<file path="config.mk">
export PLATFORM = sky130hd
export DESIGN_NAME = dds_phase_ctrl
export DESIGN_NICKNAME = d
export VERILOG_FILES = /design/src/rtl/dds_pkg.sv /design/src/rtl/dds_cfg_shadow.sv /design/src/rtl/dds_phase_ctrl.sv
export SDC_FILE = /design/constraint.sdc
export NUM_CORES = 1
export LEC_CHECK = 0
export BUFFER_PORTS_ARGS = -buffer_cell sky130_fd_sc_hd__buf_2
export CAP_MARGIN = 20
export CORE_MARGIN = 2
export CORE_UTILIZATION = 25
export DETAILED_ROUTE_END_ITERATION = 16
export PLACE_DENSITY = 0.51
export SYNTH_ARGS = -nofsm -noshare
export SYNTH_HDL_FRONTEND = slang
export SYNTH_SLANG_ARGS = --single-unit
</file>
<file path="constraint.sdc">
create_clock -name clk -period 8.4 [get_ports clk]
set_input_delay 0.84 -clock clk [delete_from_list [all_inputs] [get_ports clk]]
set_output_delay 0.84 -clock clk [all_outputs]
set_load 0.02 [all_outputs]
</file>
<file path="src/rtl/dds_pkg.sv">
// dds_pkg: shared definitions for the DDS phase sequencer.
//   - `ROM_PHASE_BIT / `ROM_PHASE_MAX_VAL: waveform ROM address width and
//     largest address. Global defines, given defaults here if not already set.
//   - wave_e: waveform codes that select one of the ROM outputs.
//   - state_e: sequencer state encoding.
//   - DEF_ACC_W / DEF_CNT_W: default accumulator and burst-counter widths.
// Optional feature macro used by the files that import this package:
//   DDS_PHASE_OFFSET_EN
`ifndef ROM_PHASE_BIT
`define ROM_PHASE_BIT 10
`endif
`ifndef ROM_PHASE_MAX_VAL
`define ROM_PHASE_MAX_VAL ((1 << `ROM_PHASE_BIT) - 1)
`endif

package dds_pkg;

  typedef enum logic [1:0] {
    WAVE_SINE     = 2'd0,
    WAVE_SQUARE   = 2'd1,
    WAVE_TRIANGLE = 2'd2,
    WAVE_SAW      = 2'd3
  } wave_e;

  typedef enum logic [1:0] {
    S_IDLE  = 2'd0,
    S_RUN   = 2'd1,
    S_DRAIN = 2'd2
  } state_e;

  localparam int DEF_ACC_W = 32;
  localparam int DEF_CNT_W = 16;

endpackage

</file>
<file path="src/rtl/dds_cfg_shadow.sv">
// dds_cfg_shadow: single-entry shadow register for DDS configuration words.
// A word is taken when cfg_valid && cfg_ready. cfg_ready is low while the
// shadow holds a word. The owner consumes the word by pulsing apply, which
// empties the shadow on the same edge. Because loading needs the shadow
// empty and apply is only meaningful when it is full, they never coincide.
// Ports:
//   clk, rst              clock, asynchronous active-high reset
//   cfg_valid/cfg_ready   config handshake
//   cfg_ftw/wave/cycles   incoming config fields
//   cfg_off / sh_off      phase offset field (only with DDS_PHASE_OFFSET_EN)
//   apply                 consume the shadow contents
//   full                  shadow holds an unconsumed word
//   sh_ftw/wave/cycles    shadow contents
module dds_cfg_shadow
  import dds_pkg::*;
#(
  parameter int ACC_W   = DEF_ACC_W,
`ifdef DDS_PHASE_OFFSET_EN
  parameter int PHASE_W = `ROM_PHASE_BIT,
`endif
  parameter int CNT_W   = DEF_CNT_W
) (
  input  logic               clk,
  input  logic               rst,
  input  logic               cfg_valid,
  output logic               cfg_ready,
  input  logic [ACC_W-1:0]   cfg_ftw,
  input  logic [1:0]         cfg_wave,
  input  logic [CNT_W-1:0]   cfg_cycles,
`ifdef DDS_PHASE_OFFSET_EN
  input  logic [PHASE_W-1:0] cfg_off,
  output logic [PHASE_W-1:0] sh_off,
`endif
  input  logic               apply,
  output logic               full,
  output logic [ACC_W-1:0]   sh_ftw,
  output wave_e              sh_wave,
  output logic [CNT_W-1:0]   sh_cycles
);

  logic take;

  assign cfg_ready = ~full;
  assign take      = cfg_valid & ~full;

  always_ff @(posedge clk or posedge rst) begin
    if (rst) begin
      full      <= 1'b0;
      sh_ftw    <= '0;
      sh_wave   <= WAVE_SINE;
      sh_cycles <= '0;
`ifdef DDS_PHASE_OFFSET_EN
      sh_off    <= '0;
`endif
    end else if (take) begin
      full      <= 1'b1;
      sh_ftw    <= cfg_ftw;
      sh_wave   <= wave_e'(cfg_wave);
      sh_cycles <= cfg_cycles;
`ifdef DDS_PHASE_OFFSET_EN
      sh_off    <= cfg_off;
`endif
    end else if (apply) begin
      full <= 1'b0;
    end
  end

endmodule

</file>
<file path="src/rtl/dds_phase_ctrl.sv">
// dds_phase_ctrl: phase-accumulator sequencer for the DDS waveform ROMs.
// New settings arrive through dds_cfg_shadow and become active either
// immediately while idle or at the next accumulator wrap while running, so
// the output phase never jumps mid-period. Runs continuously
// (cfg_cycles == 0) or for a fixed number of output periods; a graceful stop
// finishes the current period. A one-cycle DRAIN state covers the ROM read
// latency before done is pulsed.
// Optional feature (macro DDS_PHASE_OFFSET_EN): adds input phase_off, a
// phase offset captured together with the rest of the configuration.
// Ports:
//   clk, rst              clock, asynchronous active-high reset
//   cfg_valid/cfg_ready   config handshake
//   cfg_ftw               frequency tuning word
//   cfg_wave              waveform select (sine/square/triangle/saw)
//   cfg_cycles            burst length in periods, 0 = continuous
//   start, stop           single-cycle start / graceful stop requests
//   phase_off             phase offset (only with DDS_PHASE_OFFSET_EN)
//   phase                 ROM address
//   wave_sel              active waveform, ROM output mux select
//   value_valid           ROM value of this cycle is valid
//   busy                  sequencer not idle
//   done                  one-cycle pulse on return to idle
module dds_phase_ctrl
  import dds_pkg::*;
#(
  parameter int ACC_W   = DEF_ACC_W,
  parameter int PHASE_W = `ROM_PHASE_BIT,
  parameter int CNT_W   = DEF_CNT_W
) (
  input  logic               clk,
  input  logic               rst,
  input  logic               cfg_valid,
  output logic               cfg_ready,
  input  logic [ACC_W-1:0]   cfg_ftw,
  input  logic [1:0]         cfg_wave,
  input  logic [CNT_W-1:0]   cfg_cycles,
  input  logic               start,
  input  logic               stop,
`ifdef DDS_PHASE_OFFSET_EN
  input  logic [PHASE_W-1:0] phase_off,
`endif
  output logic [PHASE_W-1:0] phase,
  output logic [1:0]         wave_sel,
  output logic               value_valid,
  output logic               busy,
  output logic               done
);

  state_e             state_reg, state_next;
  logic [ACC_W-1:0]   acc_reg, acc_next;
  logic [ACC_W-1:0]   ftw_reg;
  logic [CNT_W-1:0]   cnt_reg, cnt_next, cnt_inc;
  logic [CNT_W-1:0]   cycles_reg;
  wave_e              wave_reg;
  logic               stop_reg, stop_next;
  logic               vv_reg, done_reg;
  logic [ACC_W:0]     sum;
  logic               wrap;
  logic               apply;

  logic               sh_full;
  logic [ACC_W-1:0]   sh_ftw;
  wave_e              sh_wave;
  logic [CNT_W-1:0]   sh_cycles;
`ifdef DDS_PHASE_OFFSET_EN
  logic [PHASE_W-1:0] sh_off;
  logic [PHASE_W-1:0] off_reg;
`endif

  dds_cfg_shadow #(
    .ACC_W   (ACC_W),
`ifdef DDS_PHASE_OFFSET_EN
    .PHASE_W (PHASE_W),
`endif
    .CNT_W   (CNT_W)
  ) u_shadow (
    .clk        (clk),
    .rst        (rst),
    .cfg_valid  (cfg_valid),
    .cfg_ready  (cfg_ready),
    .cfg_ftw    (cfg_ftw),
    .cfg_wave   (cfg_wave),
    .cfg_cycles (cfg_cycles),
`ifdef DDS_PHASE_OFFSET_EN
    .cfg_off    (phase_off),
    .sh_off     (sh_off),
`endif
    .apply      (apply),
    .full       (sh_full),
    .sh_ftw     (sh_ftw),
    .sh_wave    (sh_wave),
    .sh_cycles  (sh_cycles)
  );

  // The carry out of the accumulator add marks the end of an output period.
  assign sum     = {1'b0, acc_reg} + {1'b0, ftw_reg};
  assign wrap    = (state_reg == S_RUN) && sum[ACC_W];
  assign cnt_inc = cnt_reg + 1'b1;

  always_ff @(posedge clk or posedge rst) begin
    if (rst) state_reg <= S_IDLE;
    else     state_reg <= state_next;
  end

  always_comb begin
    state_next = state_reg;
    acc_next   = acc_reg;
    cnt_next   = cnt_reg;
    stop_next  = stop_reg;
    apply      = 1'b0;
    case (state_reg)
      S_IDLE: begin
        acc_next  = '0;
        stop_next = 1'b0;
        // A pending word goes live right away; with start on the same edge
        // the run begins with the new settings.
        apply     = sh_full;
        if (start) begin
          state_next = S_RUN;
          cnt_next   = '0;
        end
      end
      S_RUN: begin
        acc_next = sum[ACC_W-1:0];
        if (stop) stop_next = 1'b1;
        if (wrap) begin
          apply    = sh_full;
          cnt_next = cnt_inc;
          if (stop_reg || stop ||
              ((cycles_reg != '0) && (cnt_inc == cycles_reg)))
            state_next = S_DRAIN;
        end
      end
      S_DRAIN: begin
        acc_next   = '0;
        stop_next  = 1'b0;
        state_next = S_IDLE;
      end
      default: begin
        acc_next   = '0;
        stop_next  = 1'b0;
        state_next = S_IDLE;
      end
    endcase
  end

  always_ff @(posedge clk or posedge rst) begin
    if (rst) begin
      acc_reg    <= '0;
      cnt_reg    <= '0;
      stop_reg   <= 1'b0;
      vv_reg     <= 1'b0;
      done_reg   <= 1'b0;
      ftw_reg    <= '0;
      wave_reg   <= WAVE_SINE;
      cycles_reg <= '0;
`ifdef DDS_PHASE_OFFSET_EN
      off_reg    <= '0;
`endif
    end else begin
      acc_reg  <= acc_next;
      cnt_reg  <= cnt_next;
      stop_reg <= stop_next;
      // ROM read latency is one cycle, so validity trails RUN by one cycle.
      vv_reg   <= (state_reg == S_RUN);
      done_reg <= (state_reg == S_DRAIN);
      if (apply) begin
        ftw_reg    <= sh_ftw;
        wave_reg   <= sh_wave;
        cycles_reg <= sh_cycles;
`ifdef DDS_PHASE_OFFSET_EN
        off_reg    <= sh_off;
`endif
      end
    end
  end

`ifdef DDS_PHASE_OFFSET_EN
  assign phase = acc_reg[ACC_W-1 -: PHASE_W] + off_reg;
`else
  assign phase = acc_reg[ACC_W-1 -: PHASE_W];
`endif
  assign wave_sel    = wave_reg;
  assign value_valid = vv_reg;
  assign busy        = (state_reg != S_IDLE);
  assign done        = done_reg;

endmodule

</file>
## After elaboration in Yosys (flattened, before gate mapping)

Cells that the tools add are included.

| storage, ports and cells | value |
|---|---|
| register bits after elaboration | 154 |
| logic and storage cells | 49 |
| input port bits | 55 |
| output and inout port bits | 16 |

| operators by class | value |
|---|---|
| add/subtract/negate cells | 2 |
| mux-type cells | 14 |
| bitwise operators | 2 |
| reductions and logical operators | 11 |
| equality and inequality tests | 7 |

Operators by type and width:

| cell | number |
|---|---|
| $add 32x32->33 | 1 |
| $mux 16 | 2 |
| $mux 32 | 1 |
| $pmux 16 s2 | 1 |
| $add 16x1->16 const B | 1 |
| $eq 16x16->1 | 1 |
| $reduce_bool 16->1 | 1 |
| $mux 2 | 3 |
| $ne 2x2->1 const B | 3 |
| $reduce_and 3->1 | 2 |
| $reduce_bool 2->1 | 3 |
| $mux 1 | 5 |
| $pmux 2 s2 | 1 |
| $eq 2x1->1 const B | 1 |
| $eq 2x2->1 const B | 1 |
| $logic_and 1x1->1 | 2 |
| $logic_not 2->1 | 1 |
| $logic_or 1x1->1 | 2 |
| $ne 2x1->1 const B | 1 |
| $pmux 1 s2 | 1 |
| $and 1x1->1 | 1 |
| $not 1->1 | 1 |

## Depth between registers and ports, before layout

| depth | value |
|---|---|
| depth in word-level cells | 7 |
| depth in mapped cells | 11 |
| mapped depth without buffers | 10 |

## Cells and area by module

Synthesis repeated with hierarchy kept, for this count alone.

| unflattened totals | value |
|---|---|
| cell total of the unflattened synthesis | 727 |
| area total of the unflattened synthesis | 8525.7 um2 |

By module, submodules not included:

| module | instances | sequential area each (um2) | area each (um2) | cells each |
|---|---|---|---|---|
| dds_phase_ctrl | 1 | 2577.5 | 6413.7 | 616 |
| dds_cfg_shadow | 1 | 1276.2 | 2112.0 | 111 |

## Worst setup path before layout

No wires, ideal clock.

| path | value |
|---|---|
| path kind | reg2reg |
| start | register ftw_reg[0] |
| end | register ftw_reg[13] |
| arrival time | 2903 ps |
| setup slack | 5373 ps |
| period minus slack after synthesis | 3027 ps |
| path buffers | 1 |
| cell stages (with the launch flop) | 12 |
| required time | 8275 ps |
| library setup time | 125 ps |
| path through | dfrtp_1 > ha_1 > inv_1 > fa_1 > nor2b_1 > o31ai_1 > a2111oi_4 > o211ai_2 > and3_4 > nor4_4 > buf_6 > mux2_2 |

| on the way | value |
|---|---|
| word-level cells in the longest chain between the ends | 4 |

Ends and longest elaborated chain:

| item | line | RTL |
|---|---|---|
| start, declared | dds_phase_ctrl.sv:51 | `logic [ACC_W-1:0] ftw_reg;` |
| start signal, assigned | dds_phase_ctrl.sv:168 | `ftw_reg <= sh_ftw;` |
| $add 32x32->33 | dds_phase_ctrl.sv:96 | `assign sum = {1'b0, acc_reg} + {1'b0, ftw_reg};` |
| $logic_and 1x1->1 | dds_phase_ctrl.sv:97 | `assign wrap = (state_reg == S_RUN) && sum[ACC_W];` |
| $mux 1 | dds_phase_ctrl.sv:126 | `if (wrap) begin` |
| $pmux 1 s2 | dds_phase_ctrl.sv:111 | `case (state_reg)` |

No other way between the ends.
A chain may end at the register's enable or synchronous reset.

## Worst setup path after layout

| path | value |
|---|---|
| start | register ftw_reg[0] |
| end | register ftw_reg[18] |

The elaborated chain is that of the path after synthesis.

==> summary.txt <==
Timing
  – Final Max Slew Viols: 0
  – Final Cycle Share: 48.8%
  – Worst Tran Pin Value: roughly 1000 ps
  – # setup viols final: 0
  – Tmin final: 4100 ps
  – Relative max-transition margin: 30.5%
  – RSZ-0062 raised after global routing: no
  – Fmax: 244 MHz
  – Final Hold Vio Count: 0
  – Final setup skew: 18.8 ps
  – Setup_tns: 0 ps

Status
  – Status: finished, final reports clean

Critical path
  – CP Class: register to register
  – Crit Path Max Fanout: 40
  – CP arrival: 4410 ps
  – Startpoint types: register
  – WP buf/inv: 2
  – Max incr delay on CP: around 710 ps
  – Req. time, crit path: 8710 ps
  – CP Capture Type: register
  – Delay-heaviest family, CP: simple AND/OR/NAND/NOR gates
  – Crit Reg-Reg Startpoint: ftw_reg[0]
  – Slowest CP cell: nor4_4
  – Worst setup path start: ftw_reg[0]
  – CP Cell Sequence: ha_1, inv_1, fa_1, nor2b_1, o31ai_1, a2111oi_4, o211ai_2, and3_4, nor4_4, buf_4, mux2_2

Clock tree
  – Post-CTS Resized: 0
  – H-tree depth: 4
  – CTS max path bufs: 2
  – Root Buffer: clkbuf_16
  – CTS tree: done
  – CTS Buf Count: 17
  – Setup bufs post-CTS: 0
  – Clock Sink Count: 154
  – Clk slew on worst S/H paths: 70 ps
  – Worst skew pair latency: roughly 440 ps
  – Hold buffer count at cts: 0

Power
  – PwrDens: 451 mW/mm2
  – Peak supply drop: 0.219 mV
  – Leakage power: 4.09 nW

Detailed routing
  – Routed WL: roughly 18000 um
  – Vias/cell: around 4.6
  – Post-route antenna net violation count: 0
  – DRC Markers: 0
  – DRT Pass-1 Iters: 4
  – DR vias: 5768
  – DR WL/cell: 14.5 um
  – DR iter-0 viols: 362

Synthesis
  – Post-synth EDFFs: 0
  – Compound-Gate Fraction of Synth Area: 12.6%
  – Multiplexer share of the synthesized area: 14.4%
  – Largest family of logic cells by synthesized area: multiplexers
  – Post-synthesis simple-gate area fraction: 12.5%
  – YS warnings: 0
  – Yosys reg bits: 154
  – Ys flop type: dfrtp_1
  – Syn Inst Count: between 700 and 800
  – Post-synthesis xor/xnor area fraction: 3.73%
  – Post-synthesis sequential area ratio: 46.9%
  – Adder-cell area share of the yosys netlist: 5.27%
  – Netlist Area Pre-Place: 0.00821 mm2
  – Synth cell types: 63
  – Mean Syn Cell Area: 10.9 um2
  – Ys async rst share: 100%
  – Syn_nets: 844

Floorplan
  – Horiz. Die Dim: between 150 and 200 um
  – Row Count: 66
  – Die area: 0.0343 mm2
  – Num ports: 71
  – Core Area: 0.0325 mm2
  – Starting density of the core: 25.3%
  – Die H: 185 um

Hold path
  – Hold Startpoint: ftw_reg[29]
  – Hold Path Class: register to register

Global route
  – Pin count of the biggest net entering global routing: around 100
  – GR Overflow Total: 0
  – First-pass GRT wire length: 30400 um
  – Vias in the first global route: approximately 5700
  – Initial antenna violation count: 0
  – Gr usage total: ~11%

Cells and area
  – Final #Nets: 894
  – Layout cells sized above 1: 26.5%
  – Commonest non-fill, non-tap cells in the layout: 154 x dfrtp_1, 92 x mux2_2, 70 x buf_2
  – Filler Cell Count: approximately 3400
  – N_diodes: 0
  – Layout overhead on the synthesized area: 16.0%
  – Commonest non-fill, non-tap cell in the layout: dfrtp_1
  – Fin area: 0.00953 mm2

Placement
  – HPWL Detailed: 13100 um
  – IO buf count: 70
  – Placed instance area: 0.00891 mm2
  – Routability congestion estimate: 0.812

Job
  – Total of max-cap violations: 0
final timing paths:
kind | cells after the start | endpoint | slack, ps
setup / recovery | 11 | ftw_reg[18] | 4300
hold / removal | 1 | ftw_reg[29] | 490
setup reg to reg | 11 | ftw_reg[18] | 4300
hold reg to reg | 1 | ftw_reg[29] | 490
max in group asynchronous | 3 | acc_reg[16] | 6500
min in group asynchronous | 2 | u_shadow.sh_wave[1] | 580
Yosys cell counts, drive strengths merged (7+ instances only):
library cell    n  area [um2]
a21oi          28         140
a211oi          9        67.6
nor3           26         135
nand4          10        62.6
and3            7        48.8
xor2           13         114
mux2          100        1130
nand2b          7        43.8
o21ai          28         140
nor2b           8        50.1
xnor2          22         193
and2            8        52.6
nand2          32         120
o22ai           9        56.3
inv            31         116
a21o           14         105
o211ai         10        80.1
dfrtp         154        3850
nor4           14         103
clkbuf         20        78.8
buf            26         179
ha             33         413
nor2           52         195
nand3          23         125
o221ai          7        61.3
o21a            7        52.6
per-stage QoR:
stage          total power [mW]  utilization [%]  hold slack, ps  setup WS, ps  std cells
2_1_floorplan              3.10                -             447          3410        755
3_3_place_gp               3.50             27.5             474          4360       1226
3_5_place_dp               3.53             27.5             482          4290       1226
4_1_cts                    4.33             29.3             499          4280       1258
5_1_grt                    4.66             29.4             516          3990       1260
6_report                   4.29             29.4             494          4300       1260
layer usage:
metal | wire length (um) | share of wire, % | GRT usage [%] | vias to the layer above
met5 | 0 | 0 | 0 | -
met4 | 276 | 1.5 | 3.94 | 0
met3 | 818 | 4.5 | 2.60 | 18
met2 | 7750 | 42 | 16.4 | 107
met1 | 9440 | 52 | 16.2 | 2811
li1 | - | - | - | 2832
logic make-up after synthesis:
logic type | after synthesis
adders and majority gates | 34
and+or+nand+nor | 200
DFF | 154
buffers and inverters | 77
muxes | 106
AOI/OAI and AO/OA | 149
xor gates and xnor gates | 35
report_power, final:
part	leakage, nW	switching [mW]	internal (mW)
sequential	1.88	0.264	1.12
combinational	1.92	1.15	0.985
clock	0.286	0.370	0.401
cell type report:
class / instances / area [um2] / area share (%)
clock buffer: 17 / 425 / 4.46
tap: 442 / 553 / 5.80
clock inverter: 15 / 174 / 1.83
sequential: 154 / 3850 / 40.4
inverter: 31 / 121 / 1.27
multi-input combinational: 524 / 3990 / 41.9
timing repair buffer: 77 / 407 / 4.27
(Power assumes the default switching activity.)
